### src/rtl/alt_pfl_crc_pkg.sv
// rtl/alt_pfl_crc_pkg.sv - shared constants and state encoding for the PFL CRC sequencer
package alt_pfl_crc_pkg;

    localparam int CRC_W          = 16;
    localparam int TRAIL_BYTES    = 2;
    localparam int CAPTURE_CYCLES = 16;

    typedef enum logic [2:0] {
        ST_IDLE    = 3'd0,
        ST_DATA    = 3'd1,
        ST_TRAIL   = 3'd2,
        ST_CAPTURE = 3'd3,
        ST_DONE    = 3'd4
    } seq_state_t;

endpackage

### src/rtl/alt_pfl_crc_calculate.sv
// rtl/alt_pfl_crc_calculate.sv - byte-wide CRC-16 (poly 0x1021, init 0) with a serial shift port
module alt_pfl_crc_calculate
    import alt_pfl_crc_pkg::*;
(
    input  logic       clk,
    input  logic       clr,
    input  logic       ena,
    input  logic [7:0] d,
    input  logic       shiftenable,
    input  logic       shiftin,
    output logic       shiftout
);

    logic [CRC_W-1:0] r_crc;

    function automatic logic [CRC_W-1:0] crc_step(input logic [CRC_W-1:0] c, input logic [7:0] b);
        logic [CRC_W-1:0] v;
        logic             fb;
        v = c;
        for (int i = 7; i >= 0; i--) begin
            fb = v[CRC_W-1] ^ b[i];
            v  = {v[CRC_W-2:0], 1'b0} ^ (fb ? 16'h1021 : 16'h0000);
        end
        return v;
    endfunction

    // Shifting right, LSB leaves first; shift has priority over a byte update.
    always_ff @(posedge clk) begin
        if (clr)
            r_crc <= '0;
        else if (shiftenable)
            r_crc <= {shiftin, r_crc[CRC_W-1:1]};
        else if (ena)
            r_crc <= crc_step(r_crc, d);
    end

    assign shiftout = r_crc[0];

endmodule

### src/rtl/alt_pfl_crc_sequencer.sv
// rtl/alt_pfl_crc_sequencer.sv - streams payload into the CRC engine, reads it back, compares to trailer
module alt_pfl_crc_sequencer
    import alt_pfl_crc_pkg::*;
#(
    parameter int CNT_W = 24
) (
    input  logic             clk,
    input  logic             clr,
    input  logic             start,
    input  logic [CNT_W-1:0] len,
    input  logic             abort,
    input  logic [7:0]       din,
    input  logic             din_valid,
    output logic             din_ready,
    output logic             busy,
    output logic             done,
    output logic             pass,
    output logic [15:0]      crc_out
);

    seq_state_t       r_state;
    logic [CNT_W-1:0] r_cnt;
    logic [CRC_W-1:0] r_exp;
    logic [CRC_W-1:0] r_cap;
    logic [CRC_W-1:0] r_crc_out;
    logic             r_trail_idx;
    logic [3:0]       r_shcnt;
    logic             r_done;
    logic             r_pass;

    logic             w_start_acc;
    logic             w_accept;
    logic             w_crc_clr;
    logic             w_crc_ena;
    logic             w_shift_en;
    logic             w_shiftout;
    logic [CRC_W-1:0] w_cap_next;

    assign din_ready   = (r_state == ST_DATA) || (r_state == ST_TRAIL);
    assign busy        = (r_state != ST_IDLE);
    assign done        = r_done;
    assign pass        = r_pass;
    assign crc_out     = r_crc_out;

    // abort outranks an accept, so a byte offered alongside abort is dropped.
    assign w_start_acc = (r_state == ST_IDLE) && start;
    assign w_accept    = din_valid && din_ready && !abort;
    assign w_crc_clr   = clr || w_start_acc;
    assign w_crc_ena   = (r_state == ST_DATA) && w_accept;
    assign w_shift_en  = (r_state == ST_CAPTURE) && !abort;
    assign w_cap_next  = {w_shiftout, r_cap[CRC_W-1:1]};

    alt_pfl_crc_calculate u_crc (
        .clk         (clk),
        .clr         (w_crc_clr),
        .ena         (w_crc_ena),
        .d           (din),
        .shiftenable (w_shift_en),
        .shiftin     (w_shiftout),
        .shiftout    (w_shiftout)
    );

    always_ff @(posedge clk) begin
        if (clr) begin
            r_state     <= ST_IDLE;
            r_cnt       <= '0;
            r_exp       <= '0;
            r_cap       <= '0;
            r_crc_out   <= '0;
            r_trail_idx <= 1'b0;
            r_shcnt     <= '0;
            r_done      <= 1'b0;
            r_pass      <= 1'b0;
        end else begin
            r_done <= 1'b0;
            if (abort && r_state != ST_IDLE) begin
                r_state <= ST_IDLE;
            end else begin
                case (r_state)
                    ST_IDLE: begin
                        if (start) begin
                            r_pass      <= 1'b0;
                            r_crc_out   <= '0;
                            r_exp       <= '0;
                            r_trail_idx <= 1'b0;
                            r_shcnt     <= '0;
                            r_cnt       <= len;
                            r_state     <= (len != '0) ? ST_DATA : ST_TRAIL;
                        end
                    end
                    ST_DATA: begin
                        if (w_accept) begin
                            r_cnt <= r_cnt - 1'b1;
                            if (r_cnt == {{(CNT_W-1){1'b0}}, 1'b1})
                                r_state <= ST_TRAIL;
                        end
                    end
                    ST_TRAIL: begin
                        if (w_accept) begin
                            if (r_trail_idx == 1'(TRAIL_BYTES - 1)) begin
                                r_exp[15:8] <= din;
                                r_shcnt     <= '0;
                                r_state     <= ST_CAPTURE;
                            end else begin
                                r_exp[7:0]  <= din;
                                r_trail_idx <= 1'b1;
                            end
                        end
                    end
                    ST_CAPTURE: begin
                        r_cap   <= w_cap_next;
                        r_shcnt <= r_shcnt + 4'd1;
                        // Results land on the edge entering DONE so they line up with the pulse.
                        if (r_shcnt == 4'(CAPTURE_CYCLES - 1)) begin
                            r_state   <= ST_DONE;
                            r_done    <= 1'b1;
                            r_crc_out <= w_cap_next;
                            r_pass    <= (w_cap_next == r_exp);
                        end
                    end
                    ST_DONE: r_state <= ST_IDLE;
                    default: r_state <= ST_IDLE;
                endcase
            end
        end
    end

endmodule
### config.mk
export PLATFORM = sky130hd
export DESIGN_NAME = alt_pfl_crc_sequencer
export DESIGN_NICKNAME = d
export VERILOG_FILES = /design/src/rtl/alt_pfl_crc_pkg.sv /design/src/rtl/alt_pfl_crc_calculate.sv /design/src/rtl/alt_pfl_crc_sequencer.sv
export SDC_FILE = /design/constraint.sdc
export NUM_CORES = 1
export LEC_CHECK = 0
export CAP_MARGIN = 20
export CORE_ASPECT_RATIO = 1.25
export CORE_MARGIN = 8
export CORE_UTILIZATION = 30
export DETAILED_ROUTE_END_ITERATION = 8
export PLACE_DENSITY = 0.51
export SYNTH_ARGS = -nofsm -noshare
export SYNTH_HDL_FRONTEND = slang
export SYNTH_SLANG_ARGS = --single-unit
### constraint.sdc
create_clock -name clk -period 3.49 [get_ports clk]
set_input_delay 1.047 -clock clk [delete_from_list [all_inputs] [get_ports clk]]
set_output_delay 1.047 -clock clk [all_outputs]
set_load 0.005 [all_outputs]
# After elaboration in Yosys (flattened, before gate mapping)
# Cells that the tools add are included.
# totals
word_cells	109
latch_bits	0
regBits	98
ramBits	0
mem_count	0
rom_bits	0
inputBits	37
out_inout_bits	20
# classes
addsub	2
n_bitwise	18
reduce_logical	27
n_lt_le_gt_ge	0
div	0
n_eq_ne	13
shifts	0
multipliers	0
muxes	38
# ops
op	n
16-bit bitwise XOR	8
13-bit 2-to-1 mux	8
16-bit 2-to-1 mux	5
16-bit case mux with 2 select lines	2
24-bit 2-to-1 mux	2
24-bit case mux with 2 select lines	1
24-bit by 1-bit == test with 1-bit output, second input constant	1
24-bit nonzero test	1
24-bit by 1-bit subtractor with 24-bit output, second input constant	1
3-bit 2-to-1 mux	6
16-bit == test	1
8-bit 2-to-1 mux	2
5-bit AND reduction	3
4-bit 2-to-1 mux	3
3-bit case mux with 4 select lines	1
4-bit case mux with 3 select lines	1
4-bit AND reduction	3
2-bit inequality test, second input constant	5
2-bit nonzero test	4
1-bit bitwise XOR	8
3-bit by 2-bit == test with 1-bit output, second input constant	2
1-bit logical AND	6
6-bit AND reduction	1
3-bit nonzero test	2
14 further kinds	21

# Logic depth before layout (Yosys ltp)
# Gate-level depths: netlist of run 1.
# logic_depth
word_depth	26
ltp_mapped	8
ltp_nobuf	7

# Hierarchy
# From an unflattened synthesis of run 1, not the netlist that was laid out.
# hier_totals
cells_unflattened	624
hier_area_um2	5014.8
# modules_own_cells
mod	cells_each	n_inst	area_per_inst_um2	seq_area_each_um2
alt_pfl_crc_sequencer	517	1	4052.6	1621.6
alt_pfl_crc_calculate	107	1	962.2	320.3

# Worst setup path after synthesis of run 1
# OpenSTA, ideal clock, no wires.
# synth_timing
kind	in2reg
start	in abort
end	reg r_crc_out[5] (netlist: crc_out[5])
setup_ns	0.070
n_path_buf	1
path_stages	5
slack_ns	1.071
t_arrival_ns	2.349
required_ns	3.420
path_cell_list	nand2b_1 -> o31ai_1 -> clkbuf_1 -> nand3_1 -> a21oi_1
# synth_between
elab_chain_cells	3
# synth_rtl
item	line_no	rtl
start, declared	alt_pfl_crc_sequencer.sv:11	input logic abort,
1-bit logical AND	alt_pfl_crc_sequencer.sv:76	if (abort && r_state != ST_IDLE) begin
1-bit inverter (no line)	--	
4-bit AND reduction (no line)	--	
end signal, assigned	alt_pfl_crc_sequencer.sv:117	r_crc_out <= w_cap_next;
end, declared	alt_pfl_crc_sequencer.sv:25	logic [CRC_W-1:0] r_crc_out;
# No other way between the ends.
# A chain may end at the register's enable or synchronous reset.

# Final worst setup path of run 1
# layout_timing
start	reg r_state[0]
end	out din_ready
# layout_between
elab_chain_cells	2
elab_cells_between_ends	3
cone_classes	eq/ne: 2; reduce/logical: 1
# layout_rtl
item	line_no	rtl
start, declared	alt_pfl_crc_sequencer.sv:21	seq_state_t r_state;
start signal, assigned	alt_pfl_crc_sequencer.sv:88	r_state <= (len != '0) ? ST_DATA : ST_TRAIL;
3-bit by 1-bit == test with 1-bit output / 3-bit by 2-bit == test with 1-bit output (equally long branches)	alt_pfl_crc_sequencer.sv:39	assign din_ready = (r_state == ST_DATA) || (r_state == ST_TRAIL);
1-bit logical OR (*)	alt_pfl_crc_sequencer.sv:39	
end, declared	alt_pfl_crc_sequencer.sv:14	output logic din_ready,
# Mark *: on every way between the ends. The rest lies on a longest branch, timed or not.

==> results of run 1 <==
power by group through the flow:
stage               sequential (mW)  combinational [mW]  clock (mW)
global placement               1.35                1.25           0
CTS                            1.32                1.27        1.10
floorplan                      1.31               0.947           0
finish                         1.33                1.26        1.06
global route                   1.34                1.40        1.14
detailed placement             1.35                1.27           0
logic make-up (layout without fill, tap and decap cells):
family	after synthesis	in the layout	share of synthesized area, %
buffers and inverters	43	93	3.51
adders and majority gates	3	3	0.770
AOI/OAI and AO/OA	158	158	20.3
DFF	97	97	39.8
and+or+nand+nor	250	250	24.7
muxes	20	20	4.10
xor gates and xnor gates	38	38	6.82
worst min-delay path, delay by kind of cell, from the launching register on:
family	cells	cell delay, ps
AO/OA/AOI/OAI	1	50
flip-flops	1	310
AND/OR/NAND/NOR	1	50
per-layer routing:
metal / up-vias / GRT usage (%) / wire length [um] / share of wire (%)
met5: - / 0 / 0 / 0
met1: 2154 / 15.8 / 6040 / 44
met3: 14 / 2.95 / 690 / 5.0
met4: 0 / 4.88 / 223 / 1.6
met2: 95 / 23.7 / 6820 / 50
li1: 2279 / - / - / -
through the flow:
step / power, mW / instance area [sq um] / hold slack, ps
after global placement: 2.60 / 5680 / 445
final: 3.65 / 6000 / 454
after CTS: 3.69 / 6000 / 458
after global routing: 3.89 / 6000 / 475
after floorplan: 2.25 / 4880 / 448
after detailed placement: 2.62 / 5680 / 448
cells in the mapped netlist, drive strengths merged (2+ instances only):
| cell type | instances | area (sq um) |
|---|---|---|
| dfxtp | 97 | 1940 |
| nand2 | 96 | 360 |
| a21oi | 68 | 340 |
| nor2 | 47 | 176 |
| clkbuf | 34 | 128 |
| xnor2 | 31 | 272 |
| nand3 | 27 | 135 |
| o21ai | 24 | 120 |
| mux2i | 20 | 200 |
| a22oi | 18 | 135 |
| nor3 | 14 | 75.1 |
| nor4 | 10 | 68.8 |
| o31ai | 10 | 75.1 |
| nand4 | 9 | 62.6 |
| or2 | 9 | 58.8 |
| and3 | 8 | 50.1 |
| a211oi | 7 | 52.6 |
| or3 | 7 | 45.1 |
| xor2 | 7 | 61.3 |
| a32o | 6 | 60.1 |
| inv | 5 | 18.8 |
| or4 | 5 | 41.3 |
| buf | 4 | 25.0 |
| nand2b | 4 | 25.0 |
| o22ai | 4 | 25.0 |
| ha | 3 | 37.5 |
| nor2b | 3 | 18.8 |
| o311ai | 3 | 26.3 |
| o41ai | 3 | 26.3 |
| a31oi | 2 | 12.5 |
| and2 | 2 | 12.5 |
| nand3b | 2 | 15.0 |
| o21a | 2 | 15.0 |
| o31a | 2 | 18.8 |
how the worst max path moves through the flow:
stage	from	to	slack, ps	depth (start not counted)
2_1_floorplan	abort	crc_out[5]	1070	5
3_3_place_gp	abort	r_exp[12]	380	6
3_5_place_dp	abort	r_exp[13]	320	6
4_1_cts	r_state[0]	din_ready	360	3
5_1_grt	r_state[0]	din_ready	250	3
6_report	r_state[0]	din_ready	370	3
flip-flops by register name, indices dropped and copies added, names as in the netlist:
register     cells
r_exp           16
pass             1
r_trail_idx      1
crc_out         16
r_state          3
r_shcnt          4
done             1
r_cnt           24
r_cap           15
u_crc.r_crc     16
area by class of cell:
type,instances,area [sq um]
clock buffer,9,225
clock inverter,7,93.8
fill,1678,10100
inverter,5,18.8
multi-input combinational,469,2780
sequential,97,1940
tap,216,270
timing repair buffer,72,676
==> reports/metrics.yaml, run 1 <==
synth-async-reset-ratio_pct: 0
h-tree-depth: 3
numCtsBuffers: 9
syn_area_sq_um: 4880
fp-row-count: 52
hpwl_um: 9960
drtAntennaViolNets: 0
ir_drop_v: 0.000244
dp_cells: 859
period_share_pct: 89.5
critPathKind: "flip-flop to primary output"
critPathSlowestCell: "dfxtp_1"
final_cells: 875
antenna_found_initial: 0
grt_pass1_wl_um: 22300
numClockSinks: 97
hold_viol: 0
timing.rr.end: "r_cnt[21]"
start_kind: "flip-flop"
initial_utilization_pct: 30.3
status: "finished, final reports clean"
syn-num-nets: 649
setup_viol: 0
crit_fanout: 14
power_density_nw_per_um2: 609
slew_viol_final: 0
clock_latency_ps: 360
syn_to_final_growth_pct: 23.1
cp.buffers_inverters: 1
finalClockSkew_ps: 11.7
rr_worst_depth: 5
postSynthCellCount: 609
slew-limit-headroom_pct: 48.4
tightest_slew_ps: 770
synth.yosys.warnings: 0
cts_resized: 0
final_common_cell: "dfxtp_1"
power_switching_mw: 1.38
hold_path_class: "flip-flop to flip-flop"
antenna_cells: 0
fin_crit_ps: 3120
coreArea_sq_um: 16100
cts_setup_buffers: 0
detailroute.via_count: 4542
ys_seq_area_share_pct: 39.8
p_sw_share_pct: 37.7
grt_pass1_vias: 4434
wl_per_cell_um: 15.7
finalNetCount: 694
drive_above_1_share_pct: 7.74
synth-seq-cells: 97
clk_pin_slew_ps: 70
wl_um: 13800
die_x_um: 130
maxCapViolCount: 0
layout_common_cells: "dfxtp_1, nand2_1, a21oi_1, clkdlybuf4s50_1, nor2_1"
hold-path-endpoint: "crc_out[4]"
reg2reg_from: "r_cnt[11]"
max_stage_delay_ps: 610
critical_path.top_delay_family: "flip-flops"
globalplace.congestion: 0.820
p_seq_share_pct: 36.4
leakage_nw: 2.07
via_per_inst: 5.19
cp-end-kind: "primary output"
pwr-share-comb_pct: 34.6
drt_iter0_drc: 311
clock_tree.root_cell: "clkbuf_16"
ctsHoldBuffers: 0
cp_cell_sequence: "or3b_2, nand2_1, clkdlybuf4s50_1"
dr.pass1.iters: 7
rsz0062_at_grt: "false"
pin_count: 57
die_h_um: 159
track_usage_pct: 13.5
pwr-share-clk_pct: 29.1
grt_remaining_overflow: 0
layout_setup_ws_ps: 365
io_buffers: 56
synth_edf_count: 0
reg2reg_slack_ps: 1160
cp.required_ps: 2440
arrival_ps: 2080
dp_worst_setup_slack_ps: 315
drc_errors: 0
cts_buffer_depth: 2
tns_ps: 0
min_path_cells: 2
grt_max_degree: 70
min_from: "crc_out[4]"
finish.utilization_pct: 37.3
tritoncts: "done"
ys_types: 63
p_int_mw: 2.28
dieArea_sq_um: 20600
syn_area_per_cell_sq_um: 8.01
fmax_ghz: 0.320
ys.flop_type: "dfxtp_1"
(Power assumes the default switching activity.)
==> run 2, diff against run 1 <==
CORE_MARGIN = 5   (was 8)
==> run 2 against run 1 <==
Net effect: sequential share of layout area grew 0.21 points; register-to-register slack is essentially flat; largest cell class unchanged; power shrank 2.8%.
==> reports/metrics.yaml, run 2 (synthesis results as in run 1) <==
start_kind: "flip-flop"
crit_fanout: 14
initial_utilization_pct: 30.3
clock_tree.root_cell: "clkbuf_16"
io_buffers: 56
drtAntennaViolNets: 0
cts_buffer_depth: 2
slew_viol_final: 0
status: "finished, final reports clean"
largest-register: "r_cnt"
cp.buffers_inverters: 1
drc_errors: 0
wl_um: 13700
cp.required_ps: 2440
numCtsBuffers: 9
grt_pass1_vias: 4467
p_sw_share_pct: 38.2
hpwl_um: 9780
final_common_cell: "dfxtp_1"
rr_worst_depth: 5
dr.pass1.iters: 4
reg2reg_slack_ps: 1160
pwr-share-clk_pct: 26.9
layout_setup_ws_ps: 394
antenna_cells: 0
fp-row-count: 52
p_int_mw: 2.19
clock_latency_ps: 350
tns_ps: 0
cts_resized: 0
track_usage_pct: 14.8
power_density_nw_per_um2: 596
p_seq_share_pct: 37.4
critPathSlowestCell: "dfxtp_1"
die_h_um: 153
critPathKind: "flip-flop to primary output"
cts_setup_buffers: 0
timing.rr.end: "r_cnt[21]"
grt_pass1_wl_um: 22600
power_switching_mw: 1.36
cp_cell_sequence: "or3b_2, nand2_1, clkdlybuf4s50_1"
detailroute.via_count: 4565
cp-end-kind: "primary output"
numClockSinks: 97
tightest_slew_ps: 751
pin_count: 57
finish.utilization_pct: 37.1
syn_to_final_growth_pct: 22.3
arrival_ps: 2050
dieArea_sq_um: 18900
fmax_ghz: 0.323
tritoncts: "done"
globalplace.congestion: 0.864
hold_path_class: "flip-flop to flip-flop"
largest_reg_flops: 24
ctsHoldBuffers: 0
pwr-share-comb_pct: 35.7
setup_viol: 0
reg2reg_from: "r_cnt[11]"
via_per_inst: 5.22
clk_pin_slew_ps: 70
die_x_um: 124
finalClockSkew_ps: 6.44
drive_above_1_share_pct: 7.59
period_share_pct: 88.7
min_path_cells: 2
layout_common_cells: "dfxtp_1, nand2_1, a21oi_1, clkdlybuf4s50_1, nor2_1"
wl_per_cell_um: 15.6
p_total_mw: 3.55
grt_max_degree: 67
fin_crit_ps: 3100
coreArea_sq_um: 16100
h-tree-depth: 3
slew-limit-headroom_pct: 49.7
leakage_nw: 2.05
grt_remaining_overflow: 0
hold_viol: 0
ir_drop_v: 0.000234
min_from: "crc_out[14]"
hold-path-endpoint: "crc_out[14]"
rsz0062_at_grt: "false"
dp_worst_setup_slack_ps: 321
maxCapViolCount: 0
drt_iter0_drc: 356
finalNetCount: 694
critical_path.top_delay_family: "flip-flops"
antenna_found_initial: 0
max_stage_delay_ps: 600
-- run 2: cell types whose count changed in the layout (fill, tap and decap cells not counted), sizes merged --
| cell | change |
|---|---|
| clkbuf | +1 |
| inv | -1 |
| clkinv | +2 |
| bufinv | -1 |
| clkinvlp | -1 |
-- run 2: metal layers --
layer | share of wire [%] | global-route usage (%)
met2 | 50 | 24.7
met5 | 0 | 0
met1 | 43 | 18.6
met4 | 1.8 | 6.52
met3 | 4.3 | 2.34
-- run 2: final cells by class --
cell class	instances	area, sq um
clock buffer	10	229
fill	1706	10100
clock inverter	6	51.3
tap	216	270
multi-input combinational	469	2780
inverter	5	18.8
timing repair buffer	72	676
sequential	97	1940
-- run 2: how the worst max path moves through the flow --
stage / startpoint / endpoint / slack, ps / cells past startpoint
6_report: r_state[0] / din_ready / 390 / 3
5_1_grt: r_state[0] / din_ready / 280 / 3
4_1_cts: r_state[0] / din_ready / 380 / 3
3_5_place_dp: abort / r_exp[15] / 320 / 6
3_3_place_gp: abort / r_exp[11] / 390 / 6
2_1_floorplan: abort / crc_out[5] / 1070 / 5
-- run 2: stage by stage --
stage,hold slack (ps),instances,instance area (sq um)
6_report,454,875,5960
3_5_place_dp,450,859,5680
5_1_grt,479,875,5960
2_1_floorplan,448,609,4880
4_1_cts,461,875,5960
3_3_place_gp,445,859,5680
-- run 2: power groups by stage --
stage                     Combinational (mW)  Sequential (mW)  Clock, mW
final                                   1.27             1.33      0.956
after global routing                    1.42             1.34       1.04
after CTS                               1.27             1.32      0.993
after detailed placement                1.27             1.35          0
after global placement                  1.26             1.35          0
after floorplan                        0.947             1.31          0
-- run 2: worst min-delay path, delay by kind of cell (launching register included) --
family | cells | cell delay [ps]
flip-flops | 1 | 310
AND/OR/NAND/NOR | 1 | 50
AO/OA/AOI/OAI | 1 | 50
==> run 3, diff against run 2 <==
CAP_MARGIN = unset   (was 20)
SKIP_CTS_REPAIR_TIMING = 1   (was unset)
==> results of run 3 <==
The final DEF is identical to that of run 2; final timing and power are the same.
